### config.mk
export PLATFORM = sky130hd
export DESIGN_NAME = adder_arbiter
export DESIGN_NICKNAME = d
export VERILOG_FILES = /design/src/rtl/adder_arbiter.sv
export SDC_FILE = /design/constraint.sdc
export NUM_CORES = 1
export LEC_CHECK = 0
export CAP_MARGIN = 20
export CORE_AREA = 2 2 120 122
export DETAILED_ROUTE_END_ITERATION = 10
export DIE_AREA = 0 0 122 124
export PLACE_DENSITY = 0.72
export SYNTH_ARGS = -nofsm -noshare
export SYNTH_HDL_FRONTEND = slang
export SYNTH_SLANG_ARGS = --single-unit
### constraint.sdc
create_clock -name clk_i -period 1.8 [get_ports clk_i]
set_input_delay 0.18 -clock clk_i [delete_from_list [all_inputs] [get_ports clk_i]]
set_output_delay 0.18 -clock clk_i [all_outputs]
set_load 0.1 [all_outputs]
### src/rtl/adder_arbiter.sv
`default_nettype none
// ============================================================================
// adder_arbiter : shares one external 32-bit add/sub unit between two ports
// Revision 1.0
// ============================================================================
module adder_arbiter #(
  parameter int PRIO_MODE = 0
) (
  input  logic        clk_i,
  input  logic        rst_i,
  input  logic        req0_valid_i,
  output logic        req0_ready_o,
  input  logic [31:0] req0_opr0_i,
  input  logic [31:0] req0_opr1_i,
  input  logic        req0_minus_i,
  input  logic        req1_valid_i,
  output logic        req1_ready_o,
  input  logic [31:0] req1_opr0_i,
  input  logic [31:0] req1_opr1_i,
  input  logic        req1_minus_i,
  output logic [31:0] add_opr0_o,
  output logic [31:0] add_opr1_o,
  output logic        add_minus_o,
  input  logic [31:0] add_result_i,
  input  logic        add_zero_i,
  input  logic        add_pos_i,
  input  logic        add_neg_i,
  input  logic        add_ovf_i,
  output logic        resp0_valid_o,
  input  logic        resp0_ready_i,
  output logic [31:0] resp0_result_o,
  output logic [3:0]  resp0_flags_o,
  output logic        resp1_valid_o,
  input  logic        resp1_ready_i,
  output logic [31:0] resp1_result_o,
  output logic [3:0]  resp1_flags_o
);

  logic        last_grant_q, last_grant_d;
  logic        resp0_valid_q, resp0_valid_d, resp1_valid_q, resp1_valid_d;
  logic [31:0] resp0_result_q, resp0_result_d, resp1_result_q, resp1_result_d;
  logic [3:0]  resp0_flags_q, resp0_flags_d, resp1_flags_q, resp1_flags_d;
  logic        elig0, elig1, gnt0, gnt1;
  logic [3:0]  add_flags;

  // A slot frees up in the same cycle its pending response is consumed.
  assign elig0     = req0_valid_i & (~resp0_valid_q | resp0_ready_i);
  assign elig1     = req1_valid_i & (~resp1_valid_q | resp1_ready_i);
  assign add_flags = {add_ovf_i, add_neg_i, add_pos_i, add_zero_i};

  always_comb begin
    gnt0 = 1'b0;
    gnt1 = 1'b0;
    if (PRIO_MODE == 1) begin
      gnt0 = elig0;
      gnt1 = elig1 & ~elig0;
    end else if (elig0 && elig1) begin
      gnt0 = last_grant_q;
      gnt1 = ~last_grant_q;
    end else begin
      gnt0 = elig0;
      gnt1 = elig1;
    end
  end

  assign req0_ready_o = gnt0;
  assign req1_ready_o = gnt1;

  always_comb begin
    add_opr0_o  = 32'd0;
    add_opr1_o  = 32'd0;
    add_minus_o = 1'b0;
    if (gnt0) begin
      add_opr0_o  = req0_opr0_i;
      add_opr1_o  = req0_opr1_i;
      add_minus_o = req0_minus_i;
    end else if (gnt1) begin
      add_opr0_o  = req1_opr0_i;
      add_opr1_o  = req1_opr1_i;
      add_minus_o = req1_minus_i;
    end
  end

  always_comb begin
    last_grant_d = last_grant_q;
    if (gnt0)      last_grant_d = 1'b0;
    else if (gnt1) last_grant_d = 1'b1;
  end

  always_comb begin
    resp0_valid_d  = resp0_valid_q;
    resp0_result_d = resp0_result_q;
    resp0_flags_d  = resp0_flags_q;
    if (gnt0) begin
      resp0_valid_d  = 1'b1;
      resp0_result_d = add_result_i;
      resp0_flags_d  = add_flags;
    end else if (resp0_ready_i) begin
      resp0_valid_d  = 1'b0;
    end
  end

  always_comb begin
    resp1_valid_d  = resp1_valid_q;
    resp1_result_d = resp1_result_q;
    resp1_flags_d  = resp1_flags_q;
    if (gnt1) begin
      resp1_valid_d  = 1'b1;
      resp1_result_d = add_result_i;
      resp1_flags_d  = add_flags;
    end else if (resp1_ready_i) begin
      resp1_valid_d  = 1'b0;
    end
  end

  // last_grant resets to 1 so port 0 wins the first contention.
  always_ff @(posedge clk_i) begin
    if (rst_i) begin
      last_grant_q   <= 1'b1;
      resp0_valid_q  <= 1'b0;
      resp0_result_q <= 32'd0;
      resp0_flags_q  <= 4'd0;
      resp1_valid_q  <= 1'b0;
      resp1_result_q <= 32'd0;
      resp1_flags_q  <= 4'd0;
    end else begin
      last_grant_q   <= last_grant_d;
      resp0_valid_q  <= resp0_valid_d;
      resp0_result_q <= resp0_result_d;
      resp0_flags_q  <= resp0_flags_d;
      resp1_valid_q  <= resp1_valid_d;
      resp1_result_q <= resp1_result_d;
      resp1_flags_q  <= resp1_flags_d;
    end
  end

  assign resp0_valid_o  = resp0_valid_q;
  assign resp0_result_o = resp0_result_q;
  assign resp0_flags_o  = resp0_flags_q;
  assign resp1_valid_o  = resp1_valid_q;
  assign resp1_result_o = resp1_result_q;
  assign resp1_flags_o  = resp1_flags_q;

endmodule
`default_nettype wire

Word level (Yosys, flattened, before mapping)
Cells that the tools add are included.
{"block": "word_totals", "regBits": 75, "inputBits": 172, "out_inout_bits": 141}
{"block": "op_classes", "n_reduce_logical": 4, "mux": 14, "n_bitwise": 7}
{"cell": "32-bit two-way mux", "count": 4}
{"cell": "1-bit two-way mux", "count": 10}
{"cell": "2-bit nonzero test", "count": 3}
{"cell": "1-bit inverter", "count": 3}
{"cell": "1-bit bitwise AND", "count": 2}
{"cell": "1-bit bitwise OR", "count": 2}
{"cell": "1-bit logical AND", "count": 1}

Logic depth before layout (Yosys ltp)
{"block": "logic_depth", "word_depth": 7, "mapped_depth": 7, "ltp_nobuf": 4}

Least setup slack after synthesis
OpenSTA, ideal clock, no wires.
{"block": "synth_timing", "path_kind": "register to output", "from": "reg resp0_valid_q (netlist: resp0_valid_o)", "to": "out add_opr0_o[10]", "stages_incl_launch_ff": 8, "slack_ps": -1008, "required_ps": 1620, "arrival_time_ps": 2628, "cell_sequence": "dfxtp_1 nor2b_1 o211ai_2 buf_4 inv_2 buf_6 buf_2 a22o_1"}
{"block": "synth_via", "elab_chain_cells": 7, "elab_cells_between_ends": 8}
{"item": "start: declaration", "line": "40", "rtl": "logic resp0_valid_q, resp0_valid_d, resp1_valid_q, resp1_valid_d;"}
{"item": "start signal: assignment", "line": "128", "rtl": "resp0_valid_q <= resp0_valid_d;"}
{"item": "1-bit inverter (*)", "line": "47", "rtl": "assign elig0 = req0_valid_i & (~resp0_valid_q | resp0_ready_i);"}
{"item": "1-bit bitwise OR (*)", "line": "47"}
{"item": "1-bit bitwise AND (*)", "line": "47"}
{"item": "1-bit logical AND", "line": "57", "rtl": "end else if (elig0 && elig1) begin"}
{"item": "1-bit two-way mux", "line": "57"}
{"item": "32-bit two-way mux", "line": "77", "rtl": "end else if (gnt1) begin"}
{"item": "32-bit two-way mux (*)", "line": "73", "rtl": "if (gnt0) begin"}
{"item": "end: declaration", "line": "21", "rtl": "output logic [31:0] add_opr0_o,"}
Every way passes the cells marked *; elsewhere a longest branch is shown, timed or not.

Worst setup path in the final report
{"block": "layout_timing", "from": "reg resp0_valid_q (netlist: resp0_valid_o)", "to": "out add_opr0_o[29]"}
Same word-level chain as after synthesis.

==> metrics list <==
- Outcome: finished, violations left
- The final reports fail on negative setup slack.
- The number of antenna violations at the first check in global routing was 2.
* Total gr overflow: 0
- Top post-synthesis cells by area: dfxtp_1 (40%), mux2i_1 (19%), nand2b_1 (19%)
- The die covers 15130 µm².
- For this design the ratio of total power to cell area is 919.4 nW/µm².
- Once detail routing completed, the nets flagged for antenna violations numbered 0.
* PnR Total Power: 8.352 mW
- Post-route design area: 9085 µm²
- For hold timing, the worst endpoint is resp1_valid_o.
- CTS sink count: 75
- Vias per cell: 4.771
* Most instantiated library cell after synthesis: nand2b_1
* Source of the worst register-to-register timing path: resp1_valid_o
* R2R depth: 8
* Reg-to-reg endpoint: resp0_result_o[2]
- Maximum capacitance violations: 0
- Top-Level Pins: 313
- The total area inside the core boundary comes to 13720 µm².
- The floorplan has 43 rows.
- CTS tree: built
- Synthesis handed over a netlist of 370 instances.
- Before CTS, the worst setup slack after placement is -0.1846 ns.
- Clock tree skew after final layout: 0.007912 ns
- During synthesis, Yosys emitted a total of 0 warnings.
- Synthesis produced a netlist with a net count of 542.
- Register-to-Register Setup Slack: 0.18 ns
- Sw frac: 0.4207
* Achievable clock frequency: 498.9 MHz
- Hold violation count in the final report: 0
* Final setup slack of the worst path: -0.2045 ns
- The routed design has 19240 µm of wire.
* Inserted Clock Buffers: 9
* Dpl hpwl: 14910 µm
- The netlist uses 16 different library cells.
* Beginning of the critical path: resp0_valid_o
- The worst setup path is launched from a flop.
- IR analysis of the VDD net gives a maximum drop of 0.5408 mV.
- Setup violations remaining at the end of the flow were counted as 66.
- Switching power summed over all nets: 3.514 mW
- Ranked by instance count, the synthesized netlist is headed by nand2b_1 (111), dfxtp_1 (75), mux2i_1 (72), a22o_1 (65), buf_2 (16).
- Placed inst area: 8220 µm²
- From left edge to right edge, the die measures 122 µm.
* Met3 Usage GRT: 0.07784
- Of the total power, registers draw 0.221.
- In the global route stage, met2 resource usage came out at 0.4508.
- Power share of the clock group: 0.244
* Time the worst path needs with I/O delays and setup: 2.005 ns
- The worst hold path belongs to the class in2reg.
- Global-route wire length before repair: 27230 µm
- Of the post-synthesis cell area, the dominant cell type holds 0.4013.
- Final max-slew violation count: 0
- Global routing usage summed across all routing layers: 0.2424
- Layout cells sized above 1: 0.3978
- The initial utilization of the core area, before any placement, comes to 0.2727.
* Maximum number of pins on one net before global-route repair: 112
- After synthesis, the share of flip-flops with an asynchronous set or reset is 0.
- Routed vias: 4280
- Critical Path AT: 1.82 ns
- In this run the tightest slew margin relative to its limit is 0.7320.
* Worst slew pin tran: 0.4021 ns
* Worst-path fanout max: 8
- Largest buffer count on any clock path: 2
- At the end of the flow the core is filled with cells to 0.6622.
- Data required time at the worst endpoint: 1.62 ns
- The largest total area in the synthesized netlist belongs to dfxtp_1.
* Register bit count reported by yosys: 75
- Clock latency on the worst-skew pair, taken at its later pin, is 0.32 ns.
* Source of the worst hold timing path: rst_i
- Cell internal pwr: 4.838 mW
* Final RePlAce weighted congestion: 0.8738
* IO Port Bufs: 312
* Post-detailed-route DRC marker count: 0
- Most used routing layer: met2
- The share of total power dissipated in combinational logic is 0.535.
- The number of global-route vias before repair is 4452.
- Worst setup path category: reg2out
- WL/cell: 21.45 µm
- Setup total negative slack on the finished layout was measured at -11.99 ns.
* Fin nets: 881
- For this run, the register share of the synthesized area comes to 0.4013.
* Static leakage: 4.005 nW
- Mapped Area: 3741 µm²
* Post-synth EDFFs: 0
- Detailed-routing iteration count for the pre-antenna-repair pass: 5
- RSZ-0062 raised after global routing: yes
* Height of the die: 124 µm
- In the global route stage, met1 resource usage came out at 0.2485.
* Setup crit end kind: output pin
- The root buffer cell chosen for the clock tree is clkbuf_16.
- Worst hold path stage count: 3
- DRC marker count from the first detailed-route iteration: 170
- For this run, the leading register cell type out of synthesis is dfxtp_1.
- Clock transition at the register clock pins on the worst setup and hold paths after CTS: 0.06 ns
- After synthesis, the mean cell area works out to 10.11 µm².
* # H-tree levels: 3
* Final cycle utilization of the critical path: 1.114
- Area Overhead vs Synth: 142.8%
## layout by cell type (no fill, tap or decap), types with 2 or more instances in the layout
master           Yosys  final
a21oi_1              2      2
a22o_4               0     64
buf_12               0     74
buf_16               0      8
buf_4                1     99
buf_6                3      5
bufinv_16            0      3
clkbuf_16            0     12
clkdlybuf4s50_1      0    169
clkinvlp_4           0      2
dfxtp_1             75     72
dfxtp_4              0      2
diode_2              0      3
mux2i_1             72     72
nand2b_1           111    108
nand2b_4             0      3
nor2b_4              0      2
o211ai_4             0      2
o21ai_0              2      2
## through the flow
stage / std cells / hold WS [ns]
finish: 897 / 0.3575
global route: 897 / 0.3724
CTS: 882 / 0.3656
detailed placement: 849 / 0.4638
global placement: 849 / 0.4593
floorplan: 370 / 0.3312
## power by group through the flow
stage / clock network, mW / registers [mW] / logic, mW
after CTS: 2.09 / 1.85 / 4.41
after global routing: 2.17 / 1.86 / 4.58
after floorplan: 0 / 2.72 / 1.89
final: 2.04 / 1.85 / 4.47
after detailed placement: 0 / 1.88 / 4.25
after global placement: 0 / 1.88 / 4.22
## routing by layer
| layer | vias to the layer above | routed length (µm) |
|---|---|---|
| li1 | 1993 | - |
| met1 | 2058 | 6540 |
| met2 | 186 | 10480 |
| met3 | 43 | 1644 |
| met4 | 0 | 577 |
| met5 | - | 0 |
## worst max-delay path by stage
stage,to,cells after the start
2_1_floorplan,add_opr0_o[31],6
3_3_place_gp,add_opr0_o[31],8
3_5_place_dp,add_opr0_o[31],8
4_1_cts,add_opr1_o[23],8
5_1_grt,add_opr0_o[29],8
6_report,add_opr0_o[29],7
## layout make-up
type | count | area [µm²]
fillers | 993 | 4634
repair buffers | 360 | 4282
multi-input cells | 260 | 2681
flip-flops and latches | 75 | 1510
clock buffers | 10 | 229.0
well taps | 180 | 225.2
clock inverters | 6 | 113.9
inverters | 2 | 20.02
repair inverters | 1 | 16.27
diodes | 3 | 7.507
## worst max-delay path, cell delays in order (launching register included)
cell and delay (ns):
dfxtp_4 0.35, nor2b_4 0.13, o211ai_4 0.25, inv_6 0.11, buf_6 0.14, buf_6 0.12
a22o_4 0.22, buf_12 0.16
## state kept, by name, summed over array words and instances, names as in the netlist
signal,cells
resp0_flags_o,4
resp1_result_o,32
last_grant_q,1
resp0_result_o,32
resp0_valid_o,1
resp1_flags_o,4
resp1_valid_o,1
## logic make-up after synthesis
family	synth area share
AO/OA/AOI/OAI	0.1666
buffers and inverters	0.04749
flip-flops	0.4013
multiplexers	0.1926
AND/OR/NAND/NOR	0.1920
## repair_timing
item,4_1_cts,5_1_grt
cloned,8,3
setup buffers,11,10
resized for setup,24,10
hold buffers,0,0
pin swaps,2,4
setup endpoints to repair,66,67
(Power assumes the default switching activity.)
